<file path="src/rtl/chan_scan_pkg.sv">
// Shared types for the channel scan multiplexer: FSM state encoding and mode values.
// Latency: n/a; backpressure: n/a.
package chan_scan_pkg;

  typedef enum logic [1:0] {
    IDLE   = 2'd0,
    MANUAL = 2'd1,
    SCAN   = 2'd2
  } cs_state_t;

  localparam logic MODE_MANUAL = 1'b0;
  localparam logic MODE_SCAN   = 1'b1;

endpackage

</file>
<file path="src/rtl/scan_dwell_counter.sv">
// Round-robin scan position with per-channel dwell count and wrap pulse request.
// Latency: position is combinational from state, steps on advance_en; backpressure: none, advance_en=0 freezes.
module scan_dwell_counter #(
  parameter  int N_CH  = 4,
  parameter  int DWELL = 8,
  localparam int SELW  = $clog2(N_CH)
) (
  input  logic            clk,
  input  logic            rst_n,
  input  logic            advance_en,
  input  logic            restart,
  output logic [SELW-1:0] scan_ch,
  output logic            wrap
);

  localparam int CW = (DWELL > 1) ? $clog2(DWELL) : 1;

  logic [SELW-1:0] ch_q;
  logic [CW-1:0]   cnt_q;
  logic [CW-1:0]   cnt_cur;
  logic            pend_q;
  logic            expire;
  logic            last_ch;

  // restart overrides the saved position so the restart cycle itself shows channel 0
  always_comb begin
    scan_ch = restart ? '0 : ch_q;
    cnt_cur = restart ? '0 : cnt_q;
    expire  = (cnt_cur == CW'(DWELL - 1));
    last_ch = (scan_ch == SELW'(N_CH - 1));
    wrap    = advance_en & ~restart & pend_q;
  end

  // pend_q marks that the position just wrapped; it is reported when channel 0 is first shown
  always_ff @(posedge clk or negedge rst_n) begin
    if (!rst_n) begin
      ch_q   <= '0;
      cnt_q  <= '0;
      pend_q <= 1'b0;
    end else if (advance_en) begin
      if (expire) begin
        cnt_q  <= '0;
        ch_q   <= last_ch ? '0 : scan_ch + 1'b1;
        pend_q <= last_ch;
      end else begin
        cnt_q  <= cnt_cur + 1'b1;
        ch_q   <= scan_ch;
        pend_q <= 1'b0;
      end
    end
  end

endmodule

</file>
<file path="src/rtl/chan_scan_mux.sv">
// Registered N-channel mux with manual select and round-robin auto-scan; tags output with its channel.
// Latency: 1 cycle; backpressure: none, en=0 holds outputs with out_valid=0.
module chan_scan_mux #(
  parameter  int WIDTH = 4,
  parameter  int N_CH  = 4,
  parameter  int DWELL = 8,
  localparam int SELW  = $clog2(N_CH)
) (
  input  logic                  clk,
  input  logic                  rst_n,
  input  logic                  en,
  input  logic                  mode,
  input  logic [SELW-1:0]       sel,
  input  logic [N_CH*WIDTH-1:0] data_in,
  output logic [WIDTH-1:0]      out_data,
  output logic [SELW-1:0]       out_ch,
  output logic                  out_valid,
  output logic                  ch_wrap
);

  import chan_scan_pkg::*;

  cs_state_t       state;
  cs_state_t       next_state;
  logic            last_mode;
  logic            advance_en;
  logic            restart;
  logic            sel_ok;
  logic [SELW-1:0] scan_ch;
  logic            scan_wrap;
  logic [WIDTH-1:0] man_dat;
  logic [WIDTH-1:0] scan_dat;

  scan_dwell_counter #(
    .N_CH (N_CH),
    .DWELL(DWELL)
  ) u_cnt (
    .clk       (clk),
    .rst_n     (rst_n),
    .advance_en(advance_en),
    .restart   (restart),
    .scan_ch   (scan_ch),
    .wrap      (scan_wrap)
  );

  // Scan restarts from channel 0 unless we are resuming a paused scan
  always_comb begin
    next_state = IDLE;
    if (en) next_state = (mode == MODE_SCAN) ? SCAN : MANUAL;
    advance_en = (next_state == SCAN);
    restart    = advance_en &&
                 ((state == MANUAL) || (state == IDLE && last_mode == MODE_MANUAL));
    sel_ok     = (int'(sel) < N_CH);
  end

  always_comb begin
    man_dat  = '0;
    scan_dat = '0;
    for (int k = 0; k < N_CH; k++) begin
      if (int'(sel) == k)     man_dat  = data_in[k*WIDTH +: WIDTH];
      if (int'(scan_ch) == k) scan_dat = data_in[k*WIDTH +: WIDTH];
    end
  end

  always_ff @(posedge clk or negedge rst_n) begin
    if (!rst_n) begin
      state     <= IDLE;
      last_mode <= MODE_MANUAL;
    end else begin
      state <= next_state;
      if (en) last_mode <= mode;
    end
  end

  always_ff @(posedge clk or negedge rst_n) begin
    if (!rst_n) begin
      out_data  <= '0;
      out_ch    <= '0;
      out_valid <= 1'b0;
      ch_wrap   <= 1'b0;
    end else begin
      case (next_state)
        MANUAL: begin
          ch_wrap <= 1'b0;
          if (sel_ok) begin
            out_data  <= man_dat;
            out_ch    <= sel;
            out_valid <= 1'b1;
          end else begin
            out_valid <= 1'b0;
          end
        end
        SCAN: begin
          out_data  <= scan_dat;
          out_ch    <= scan_ch;
          out_valid <= 1'b1;
          ch_wrap   <= scan_wrap;
        end
        default: begin
          out_valid <= 1'b0;
          ch_wrap   <= 1'b0;
        end
      endcase
    end
  end

endmodule
</file>
<file path="config.mk">
export PLATFORM = sky130hd
export DESIGN_NAME = chan_scan_mux
export DESIGN_NICKNAME = d
export VERILOG_FILES = /design/src/rtl/chan_scan_pkg.sv /design/src/rtl/scan_dwell_counter.sv /design/src/rtl/chan_scan_mux.sv
export SDC_FILE = /design/constraint.sdc
export NUM_CORES = 1
export LEC_CHECK = 0
export CAP_MARGIN = 20
export CORE_MARGIN = 5
export CORE_UTILIZATION = 40
export DETAILED_ROUTE_END_ITERATION = 10
export PLACE_DENSITY = 0.78
export SLEW_MARGIN = 30
export SYNTH_ARGS = -nofsm -noshare
export SYNTH_HDL_FRONTEND = slang
export SYNTH_HIERARCHICAL = 1
export SYNTH_SLANG_ARGS = --single-unit
</file>
<file path="constraint.sdc">
create_clock -name clk -period 1.8 [get_ports clk]
set_clock_uncertainty 0.15 [all_clocks]
set_input_delay 0.18 -clock clk [delete_from_list [all_inputs] [get_ports clk]]
set_output_delay 0.18 -clock clk [all_outputs]
set_load 0.01 [all_outputs]
</file>
== Word level (Yosys, flattened, before mapping) ==
Cells that the tools add are included.

* Bits in read-only memories: 0
* Word-level logic and storage cells: 54
* Bits in latches: 0
* Output and inout port bits: 8
* Memory bits (writable): 0
* Flip-flop bits (word level): 17
* Memories kept: 0
* Input port bits: 22

* Multiply operators: 0
* Equality and inequality tests: 11
* Div/mod/pow operators: 0
* $lt $le $gt $ge: 0
* Bitwise logic cells: 4
* Reductions and logical operators: 8
* $add $sub $neg: 2
* Shift operators: 0
* Muxes and demuxes: 20

{| class="wikitable"
|+ Operator list
! cell !! number
|-
| $mux W4 || 8
|-
| $eq A2 B2 Y1 const B || 6
|-
| $mux W2 || 5
|-
| $eq A2 B1 Y1 const B || 4
|-
| $pmux W4 S2 || 1
|-
| $logic_not A2 Y1 || 3
|-
| $mux W3 || 2
|-
| $pmux W2 S2 || 1
|-
| $add A3 B1 Y3 const B || 1
|-
| $eq A3 B3 Y1 const B || 1
|-
| $mux W1 || 3
|-
| $add A2 B1 Y2 const B || 1
|-
| $and A1 B1 Y1 || 2
|-
| $logic_and A1 B1 Y1 || 2
|-
| $not A1 Y1 || 2
|-
| $reduce_bool A2 Y1 || 1
|-
| $reduce_or A2 Y1 || 1
|-
| $logic_or A1 B1 Y1 || 1
|}

== Logic depth before layout (Yosys ltp) ==
* Depth in word-level cells: 11
* Depth in mapped cells: 8
* Gate-level depth less buffers: 8

== Modules after synthesis ==
The synthesis kept the hierarchy.

{| class="wikitable"
|+ By module, submodules not included
! module !! area an instance (sq um) !! instances !! cells an instance
|-
| chan_scan_mux || 696.9 || 1 || 67
|-
| scan_dwell_counter || 315.3 || 1 || 28
|}

== Least setup slack after synthesis ==
No wires, ideal clock.

* Kind: register -> register
* Start point: register last_mode
* End point: register out_data[3]
* Buffers on the path: 1
* Clock period less this slack: 1,997 ps
* Stages on the path, launching flop included: 9
* Arrival time: 1,712 ps
* Setup slack: -197 ps
* Cells stage by stage: dfrtp_1 -> inv_1 -> nor2_1 -> nor3_1 -> and2b_1 -> buf_6 -> mux4_2 -> nand2_1 -> o31ai_1

* Word-level cells in the longest chain between the ends: 11
* Elaborated cells on any way between the ends: 14

{| class="wikitable"
|+ Ends and longest elaborated chain
! element !! RTL line !! source
|-
| from (decl) || chan_scan_mux.sv:25 || <nowiki>logic last_mode;</nowiki>
|-
| from (signal assigned) || chan_scan_mux.sv:71 || <nowiki>if (en) last_mode <= mode;</nowiki>
|-
| $not A1 Y1 (*) || chan_scan_mux.sv:52 || <nowiki>((state == MANUAL) || (state == IDLE && last_mode == MODE_MANUAL));</nowiki>
|-
| $logic_and A1 B1 Y1 (*) || chan_scan_mux.sv:52 ||
|-
| $logic_or A1 B1 Y1 (*) || chan_scan_mux.sv:52 ||
|-
| $logic_and A1 B1 Y1 (*) || chan_scan_mux.sv:51 || <nowiki>restart = advance_en &&</nowiki>
|-
| via restart || chan_scan_mux.sv:27 || <nowiki>logic restart;</nowiki>
|-
| $mux W2 (*) || scan_dwell_counter.sv:27 || <nowiki>scan_ch = restart ? '0 : ch_q;</nowiki>
|-
| via scan_ch[0] || chan_scan_mux.sv:29 || <nowiki>logic [SELW-1:0] scan_ch;</nowiki>
|-
| $logic_not A2 Y1 || chan_scan_mux.sv:61 || <nowiki>if (int'(scan_ch) == k) scan_dat = data_in[k*WIDTH +: WIDTH];</nowiki>
|-
| $mux W4 (3 in series) || chan_scan_mux.sv:61 ||
|-
| $mux W4 (*) || chan_scan_mux.sv:61 ||
|-
| $pmux W4 S2 (*) || chan_scan_mux.sv:82 || <nowiki>case (next_state)</nowiki>
|-
| to (signal assigned) || chan_scan_mux.sv:86 || <nowiki>out_data <= man_dat;</nowiki>
|-
| to (signal assigned) || chan_scan_mux.sv:94 || <nowiki>out_data <= scan_dat;</nowiki>
|-
| to (decl) || chan_scan_mux.sv:15 || <nowiki>output logic [WIDTH-1:0] out_data,</nowiki>
|}

The timed path passes the listed nets; every way through them passes the cells marked *.
A chain may end at the register's enable or synchronous reset.

== Worst setup path in the final report ==
* Start point: register last_mode
* End point: register out_data[1]

* Word-level cells in the longest chain between the ends: 11
* Elaborated cells on any way between the ends: 14

{| class="wikitable"
|+ Ends and longest elaborated chain
! element !! RTL line
|-
| $not A1 Y1 (*) || chan_scan_mux.sv:52
|-
| $logic_and A1 B1 Y1 (*) || chan_scan_mux.sv:52
|-
| $logic_or A1 B1 Y1 (*) || chan_scan_mux.sv:52
|-
| $logic_and A1 B1 Y1 (*) || chan_scan_mux.sv:51
|-
| via restart || chan_scan_mux.sv:27
|-
| $mux W2 (*) || scan_dwell_counter.sv:27
|-
| $logic_not A2 Y1 || chan_scan_mux.sv:61
|-
| $mux W4 (3 in series) || chan_scan_mux.sv:61
|-
| $mux W4 (*) || chan_scan_mux.sv:61
|-
| $pmux W4 S2 (*) || chan_scan_mux.sv:82
|}

Marked as above.

==> metrics.txt <==
outcome=finished, violations left; failing checks=negative setup slack; Setup crit start kind=flop; Int Power=0.000981 W; Post-Synthesis Cell Area=0.00101 mm2; initial antenna violation count=0; critical path class=reg -> reg; CTS tree=built; top post-synthesis cells by area=dfrtp_1 (42%), mux4_2 (8.9%), and2b_1 (5.9%); final setup fails=1; CTS buffer count=3; routed vias/inst=5.61; period utilization=1.00; n_diodes=0; Congestion Overflow GR=0; Placed Cells=163; total wire length=2.83 mm; Slew headroom=0.705; worst path cell trace=inv_2 -> nor2_2 -> nor3_4 -> and2b_2 -> buf_4 -> nand3b_1 -> a21oi_2 -> o31ai_1; WHS=0.0492 ns; critical path's largest stage delay=0.38 ns; sequential share of power=0.351; deepest clock path buffer count=2; Net Sw Frac=0.330; 1st-iter DRT viols=43; Post-synth top cells=dfrtp_1 (17), and2b_1 (8), a21oi_1 (7); clk root buf=clkbuf_4; Net Count, Synth=120; IO Pins=30; Rows=18; Cell variety after synth=27; clock sink count=17; number of synthesized flops with an enable pin=0; GRT Overall Usage=0.164; most numerous cell in the Yosys netlist=dfrtp_1; via count=977; Yosys top cell area share=0.420; non-filler cells, final=174; Worst Path Required=1.85 ns; max-cap viol count=0; pin count of the biggest net entering global routing=18; Leak=0.676 nW; Comb pwr share=0.506; clock power share=0.143; Max rail drop VDD=0.694 mV; Final Hold Fails=0; worst-path fanout max=6; crit path DAT=1.85 ns; Pwr Density=924 mW/mm2; first-pass GRT wire length=4.39 mm; vias in the first global route=991; dominant synthesized flop cell=dfrtp_1; Die Ht=60.3 um; worst-margin pin slew=0.442 ns; Max Slew Vio Count=0; Reg clk slew, reported paths=0.10 ns; Area Growth Syn to Fin=56.6%; starting density of the core=0.412; crit end category=flop; die area=0.00364 mm2; sequential fraction of the synthesis area=0.420; Core Util, Final=0.646; Synth Area per Inst=10.7 um2; P_sw=0.000484 W; H-Tree Depth=1; worst setup margin=-0.00308 ns; Synth Instances=95; Post-synth ARST share=1.00; leading area contributor after synthesis=dfrtp_1; Die X=60.3 um; #FFs+latches synth=17; Fmax=555 MHz; port bufs=29; WL/cell=16.3 um; RSZ-0062 raised after global routing=true; synth warn=6; Worst Hold Class=in -> async; layout cells sized above 1=0.326; Nets=170; DP Wirelength=1.93 mm; GPL Wtd Cong=0.871; Min Clock Period, post-route=1.80 ns; core area=0.00245 mm2; worst skew pair latency=0.29 ns; Detail Route Antenna Nets=0; DRT Pass-1 Iters=5; Crit-path slowest cell=dfrtp_1; drt drc=0
[routing by layer]
metal	routed length, um	track usage	vias up
met1	1060	0.183	463
met2	1460	0.292	58
met5	0	0	-
met4	106	0.0791	0
li1	-	-	444
met3	202	0.0367	12
[sequential cells by signal, summed over array words and instances (netlist names)]
| name | count |
|---|---|
| out_data | 4 |
| ch_wrap | 1 |
| last_mode | 1 |
| u_cnt/cnt_q | 3 |
| state | 2 |
| u_cnt/ch_q | 2 |
| out_ch | 2 |
| out_valid | 1 |
| u_cnt/pend_q | 1 |
[cell usage in the layout (no fill, tap or decap), types with 3 or more instances in the layout]
cell and n:
o31ai_1 4, nor3_1 3, a21oi_1 6, nand3b_1 4, mux4_2 4, clkbuf_4 3
nand2_1 5, dfrtp_1 17, clkdlybuf4s50_1 27, buf_4 20, nor2_1 3, nor2b_1 4
and2b_1 6
[per-stage QoR]
step                      cell area (um2)  power (W)  setup TNS, ns  setup WS [ns]
after floorplan                      1030   0.000829        -0.0377        -0.0377
after global placement               1420    0.00103          -4.13         -0.505
after detailed placement             1420    0.00106          -4.77         -0.619
after CTS                            1530    0.00140              0        0.00305
after global routing                 1590    0.00156         -0.337        -0.0844
final                                1590    0.00146       -0.00308       -0.00308
[power groups by stage]
stage                     Combinational [W]  Sequential, W  Clock [W]
final                              0.000740       0.000514   0.000210
after global routing               0.000796       0.000527   0.000241
after CTS                          0.000666       0.000515   0.000216
after detailed placement           0.000540       0.000517          0
after global placement             0.000521       0.000513          0
after floorplan                    0.000303       0.000526          0
[timing repair]
item / CTS / global route
cloned: 1 / 0
pin swaps: 6 / 2
hold buffers: 0 / 0
setup buffers: 5 / 1
resized for setup: 18 / 9
endpoints found under the setup margin: 8 / 8
[cell type report]
cell class	count	area, um2
fill	196	870
multi-input combinational	70	636
timing repair buffer	50	449
inverter	3	11.3
tap	30	37.5
sequential	17	425
clock buffer	4	26.3
[cell families after synthesis]
| logic type | Yosys count | synth area share |
|---|---|---|
| AND/OR/NAND/NOR | 38 | 0.224 |
| adder cells (fa/ha/maj) | 3 | 0.0371 |
| flip-flops | 17 | 0.420 |
| buffers and inverters | 9 | 0.0556 |
| AO/OA/AOI/OAI | 20 | 0.132 |
| multiplexers | 8 | 0.131 |
[critical path: cells and delay by family (launching register included)]
kind                   cells  cell delay [ns]
AOI/OAI and AO/OA          2             0.34
buffers and inverters      2             0.21
DFF                        1             0.38
and+or+nand+nor            4             0.64
[worst paths after layout]
check	startpoint	to	slack [ns]	cells after the start
max in group asynchronous	rst_n	last_mode$_DFFE_PN0P_	1.26	2
worst max-delay path	last_mode$_DFFE_PN0P_	out_data[1]$_DFFE_PN0P_	-0.003	8
worst min register to register	u_cnt/cnt_q[0]$_DFFE_PN0P_	u_cnt/cnt_q[0]$_DFFE_PN0P_	0.31	1
min in group clk	en	last_mode$_DFFE_PN0P_	0.16	2
worst max register to register	last_mode$_DFFE_PN0P_	out_data[1]$_DFFE_PN0P_	-0.003	8
worst min-delay path	rst_n	out_data[0]$_DFFE_PN0P_	0.05	2
Power figures use the tool's default switching activity.
